[src/rtl/nios1_onchip_mem_arbiter.sv]
// Round-robin arbiter sharing one single-port 4096x16 on-chip RAM between two
// Avalon-MM pipelined masters; one access per clock, fixed 1-cycle read latency.
module nios1_onchip_mem_arbiter #(
   parameter int ADDR_W = 12,
   parameter int DATA_W = 16
) (
   input  logic                  clk,
   input  logic                  reset,
   input  logic [ADDR_W-1:0]     m0_address,
   input  logic [DATA_W/8-1:0]   m0_byteenable,
   input  logic                  m0_read,
   input  logic                  m0_write,
   input  logic [DATA_W-1:0]     m0_writedata,
   output logic                  m0_waitrequest,
   output logic [DATA_W-1:0]     m0_readdata,
   output logic                  m0_readdatavalid,
   input  logic [ADDR_W-1:0]     m1_address,
   input  logic [DATA_W/8-1:0]   m1_byteenable,
   input  logic                  m1_read,
   input  logic                  m1_write,
   input  logic [DATA_W-1:0]     m1_writedata,
   output logic                  m1_waitrequest,
   output logic [DATA_W-1:0]     m1_readdata,
   output logic                  m1_readdatavalid,
   output logic [ADDR_W-1:0]     mem_address,
   output logic [DATA_W/8-1:0]   mem_byteenable,
   output logic                  mem_chipselect,
   output logic                  mem_write,
   output logic [DATA_W-1:0]     mem_writedata,
   output logic                  mem_clken,
   input  logic [DATA_W-1:0]     mem_readdata
);
   localparam int BE_W = DATA_W / 8;

   logic                w_req0;
   logic                w_req1;
   logic                w_grant;
   logic                w_win;
   logic                w_win_write;
   logic [ADDR_W-1:0]   w_addr;
   logic [BE_W-1:0]     w_be;
   logic [DATA_W-1:0]   w_wdata;

   logic                r_last_grant;
   logic                r_rd_pending;
   logic                r_rd_owner;
   logic [ADDR_W-1:0]   r_addr_hold;
   logic [BE_W-1:0]     r_be_hold;
   logic [DATA_W-1:0]   r_wdata_hold;

   // Under contention the master that did not win last time goes first.
   always_comb begin
      w_req0      = m0_read | m0_write;
      w_req1      = m1_read | m1_write;
      w_grant     = ~reset & (w_req0 | w_req1);
      w_win       = (w_req0 & w_req1) ? ~r_last_grant : w_req1;
      w_win_write = w_win ? m1_write : m0_write;
      w_addr      = w_win ? m1_address : m0_address;
      w_wdata     = w_win ? m1_writedata : m0_writedata;
      w_be        = '1;
      if (w_win_write) begin
         w_be = w_win ? m1_byteenable : m0_byteenable;
      end
   end

   always_ff @(posedge clk) begin
      if (reset) begin
         r_last_grant <= 1'b1;
         r_rd_pending <= 1'b0;
         r_rd_owner   <= 1'b0;
         r_addr_hold  <= '0;
         r_be_hold    <= '0;
         r_wdata_hold <= '0;
      end else begin
         r_rd_pending <= w_grant & ~w_win_write;
         if (w_grant) begin
            r_last_grant <= w_win;
            r_rd_owner   <= w_win;
            r_addr_hold  <= w_addr;
            r_be_hold    <= w_be;
            r_wdata_hold <= w_wdata;
         end
      end
   end

   assign m0_waitrequest   = ~(w_grant & ~w_win);
   assign m1_waitrequest   = ~(w_grant &  w_win);

   // Returned data is shared; only the valid strobe identifies the owner.
   assign m0_readdata      = mem_readdata;
   assign m1_readdata      = mem_readdata;
   assign m0_readdatavalid = r_rd_pending & ~r_rd_owner;
   assign m1_readdatavalid = r_rd_pending &  r_rd_owner;

   assign mem_address      = w_grant ? w_addr  : r_addr_hold;
   assign mem_byteenable   = w_grant ? w_be    : r_be_hold;
   assign mem_writedata    = w_grant ? w_wdata : r_wdata_hold;
   assign mem_chipselect   = w_grant;
   assign mem_write        = w_grant & w_win_write;
   assign mem_clken        = ~reset;

endmodule

[config.mk]
export PLATFORM = sky130hd
export DESIGN_NAME = nios1_onchip_mem_arbiter
export DESIGN_NICKNAME = d
export VERILOG_FILES = /design/src/rtl/nios1_onchip_mem_arbiter.sv
export SDC_FILE = /design/constraint.sdc
export NUM_CORES = 1
export LEC_CHECK = 0
export BUFFER_PORTS_ARGS = -buffer_cell sky130_fd_sc_hd__buf_4
export CORE_MARGIN = 5
export CORE_UTILIZATION = 40
export CTS_CLUSTER_DIAMETER = 50
export CTS_CLUSTER_SIZE = 24
export DETAILED_ROUTE_END_ITERATION = 7
export GPL_ROUTABILITY_DRIVEN = 1
export HOLD_SLACK_MARGIN = 0.1
export PLACE_DENSITY = 0.79
export RECOVER_POWER = 100
export SETUP_SLACK_MARGIN = 0.05
export SYNTH_ARGS = -nofsm -noshare
export SYNTH_HDL_FRONTEND = slang
export SYNTH_SLANG_ARGS = --single-unit
export TNS_END_PERCENT = 100
[constraint.sdc]
create_clock -name clk -period 2.15 [get_ports clk]
set_clock_uncertainty 0.1 [all_clocks]
set_input_delay 0.43 -clock clk [delete_from_list [all_inputs] [get_ports clk]]
set_output_delay 0.43 -clock clk [all_outputs]
set_load 0.005 [all_outputs]
Yosys cells after proc, flatten, opt, wreduce, memory -nomap -nowiden

Index checks and enable logic that the tools add are counted.

Mux-type cells: 9
Bitwise logic cells: 18

Operators by type and width:

| kind              | count |
|---|---|
| 16-bit 2-to-1 mux | 2 |
| 12-bit 2-to-1 mux | 2 |
| 1-bit bitwise AND | 8 |
| 1-bit NOT         | 7 |
| 2-bit 2-to-1 mux  | 3 |
| 1-bit OR          | 3 |
| 1-bit 2-to-1 mux  | 2 |

Register bits: 33
Input port bits: 82
Word-level logic and storage cells: 33

Longest topological paths before layout

Depth in word-level cells: 6
Gate-level depth with buffers: 7
Depth with buffers taken out: 5

Worst setup path after synthesis

OpenSTA, ideal clock, no wires.

Kind: in2out
Start point: in reset
End point: out mem_address[10]
Data arrival time: 1,257 ps
Setup slack: 363 ps
Stages: 6
Cell sequence: buf_2 nor3b_2 buf_6 buf_12 a22oi_2 nand2_1

Longest elaborated chain between the ends: 3

RTL lines:

| item               | RTL line | source |
|---|---|---|
| start: declaration | 8        | `input logic reset,` |
| 1-bit NOT          | 55       | `w_grant = ~reset & (w_req0 \| w_req1);` |
| 1-bit bitwise AND  | 55       |  |
| 12-bit 2-to-1 mux  | --       |  |
| end: declaration   | 25       | `output logic [ADDR_W-1:0] mem_address,` |

Every way passes these cells.

Final worst setup path

Start point: reg r_last_grant
End point: out mem_address[11]

Longest elaborated chain between the ends: 4

RTL lines:

| item                     | RTL line | source |
|---|---|---|
| start: declaration       | 44       | `logic r_last_grant;` |
| start signal: assignment | 77       | `r_last_grant <= w_win;` |
| 1-bit NOT                | 56       | `w_win = (w_req0 & w_req1) ? ~r_last_grant : w_req1;` |
| 1-bit 2-to-1 mux         | 56       |  |
| 12-bit 2-to-1 mux        | 58       | `w_addr = w_win ? m1_address : m0_address;` |
| 12-bit 2-to-1 mux        | --       |  |

Every way passes these cells.

==> metrics.yaml <==
status: "completed"
synth_area_leader_cell: "dfxtp_1"
syn-mean-instance-area_sq_um: 7.620
cp_slowest_cell: "dfxtp_4"
ys_seq_area_share_pct: 34.13
finalPower_mw: 1.689
dieArea_sq_um: 6331
cap_violations: 0
worstPathRequired_ns: 1.62
antenna_found_initial: 0
cp-end-kind: "output pin"
layoutNonFillerInstCount: 406
htreeDepth: 2
vias: 1911
ff2ff_path_depth: 7
yosys_warnings: 0
rows: 25
utilization_pct: 61.30
cts_root_buffer: "clkbuf_8"
max_freq_ghz: 0.4769
syn_nets: 336
cts_tree: "built"
grt_max_degree: 22
critPathLaunchType: "register"
start_util_pct: 40.98
crit_path_cell_trace: "o21ai_2 > nor3b_4 > buf_12 > buf_6 > a22oi_2 > nand2_1 > buf_4"
placedCellCount: 389
nFillCells: 421
arrival_ns: 1.57
via_per_inst: 4.707
synth_top_cell_area_share_pct: 34.13
post-route-period-util_pct: 97.54
crit_family: "buffers and inverters"
post-route-drc-count: 0
wire_per_inst_um: 13.40
clk_path_buf_depth: 2
clk_pin_slew_ns: 0.06
crit_type: "register to output pin"
stdcell_area_sq_um: 2895
r2r_slack_ns: 0.72
grt_pass1_vias: 1865
hold_class: "primary input to register"
dp_hpwl_um: 3979
place.gp.congestion: 0.7287
wl_um: 5442
placed_cell_area_sq_um: 2561
setup_viol: 0
slew_violations: 0
fp.dieH_um: 79.57
port-buffer-count: 102
slowest_delay_ns: 0.38
hold_buffers: 0
cts_made_buffers: 5
crit_buf_inv: 3
grt_pass1_wl_um: 7831
timing.final.ws_setup_ns: 0.05297
dr.pass1.iters: 4
period_minus_slack_ns: 2.097
syn_to_final_growth_pct: 49.58
crit_start: "r_last_grant$_SDFFE_PP1P_"
drive_above_1_share_pct: 49.26
layout_commonest_cell: "nand2_1"
diodes: 0
drt_iter0_markers: 66
ir_worst_vdd_mv: 0.2741
clock_latency_ns: 0.28
rr_endpoint: "r_addr_hold[0]$_SDFF_PP0_"
cts_sinks: 33
ant_nets: 0
rsz0062_at_grt: "yes"
power_density_nw_per_um2: 583.2
most-common-layout-cells: "nand2_1, buf_4, dfxtp_1"
syn_inst: 254
critPathCapture: "mem_address[11]"
dieWidth_um: 79.57
hold_viol: 0
core_area_sq_um: 4723
ys_ff_latch: 33
reg2reg_from: "r_last_grant$_SDFFE_PP1P_"
ios: 151
nets: 420
dp_slack_ns: 0.07077
path_depth: 7
p_leak_nw: 1.514
overflow: 0
worst_slew_margin_rel_pct: 73.16
tightest_slew_ns: 0.4025
netlist_area_sq_um: 1936
synth.area.top_cells: "dfxtp_1, nand2_1, buf_4"
track_usage_pct: 15.45
cp_max_fo: 8
yosysUniqueCellTypes: 30
## final cells by class
| class | instances | area (sq um) | area share [%] |
|---|---|---|---|
| multi-input cells | 170 | 1030 | 35.57 |
| repair buffers | 122 | 1012 | 34.96 |
| flip-flops and latches | 33 | 664.4 | 22.95 |
| well taps | 67 | 83.83 | 2.895 |
| clock buffers | 6 | 72.57 | 2.506 |
| inverters | 6 | 22.52 | 0.7779 |
| clock inverters | 2 | 10.01 | 0.3457 |
## routing by layer
metal	track usage, %	routed length, um	vias to the layer above
li1	-	-	963
met1	16.55	2123	866
met2	28.30	2789	69
met3	4.966	461	13
met4	5.155	67	0
met5	0	0	-
## synth_stat cells (all sizes together)
cell,count
a211o,1
a211oi,2
a21o,1
a21oi,4
a22oi,28
a2bb2oi,1
a311oi,1
and2,1
and2b,1
and3,1
buf,45
dfxtp,33
inv,6
mux2i,2
nand2,113
nand2b,2
nor2,5
nor2b,1
nor3,1
nor3b,1
o21ai,3
o21ba,1
## per-stage QoR
step	setup TNS (ns)	hold WS, ns
2_1_floorplan	0	0.3226
4_1_cts	0	0.2481
3_3_place_gp	0	0.3294
3_5_place_dp	0	0.3333
5_1_grt	-0.3199	0.2566
6_report	0	0.2597
## how the worst min path moves through the flow
stage / from / end / slack (ns) / cells past startpoint
floorplan: r_addr_hold[4]$_SDFF_PP0_ / r_addr_hold[4]$_SDFF_PP0_ / 0.32 / 2
finish: m0_address[2] / r_addr_hold[2]$_SDFF_PP0_ / 0.26 / 3
detailed placement: r_addr_hold[5]$_SDFF_PP0_ / r_addr_hold[5]$_SDFF_PP0_ / 0.33 / 2
global placement: r_wdata_hold[4]$_SDFF_PP0_ / r_wdata_hold[4]$_SDFF_PP0_ / 0.33 / 2
global route: m0_address[2] / r_addr_hold[2]$_SDFF_PP0_ / 0.26 / 3
CTS: m0_address[2] / r_addr_hold[2]$_SDFF_PP0_ / 0.25 / 3
## what timing repair did
action	CTS	global route
pin swaps	0	31
resized for setup	2	33
hold endpoints to repair	0	0
buffers inserted	0	9
endpoints found under the setup margin	30	30
cloned	0	2
## worst register-to-register path, delay by kind of cell, from the launching register on
kind                   cells  cell delay, ns
and+or+nand+nor            2            0.20
buffers and inverters      3            0.42
DFF                        1            0.38
AOI/OAI and AO/OA          2            0.24
## report_power, final
part | switching, mW | internal, mW | total, mW
logic | 0.230 | 0.319 | 0.549
clock network | 0.216 | 0.224 | 0.440
registers | 0.0290 | 0.670 | 0.699
## cell families after synthesis
kind of cell           Yosys count  synth area share, %
AND/OR/NAND/NOR                126                26.18
flip-flops                      33                34.13
multiplexers                     2                1.034
AO/OA/AOI/OAI                   42                19.72
buffers and inverters           51                18.94
## state kept, by name (all words and copies together) (netlist names)
signal,count
r_wdata_hold,16
r_last_grant,1
r_rd_owner,1
r_addr_hold,12
r_be_hold,2
r_rd_pending,1
(Power assumes the default switching activity.)
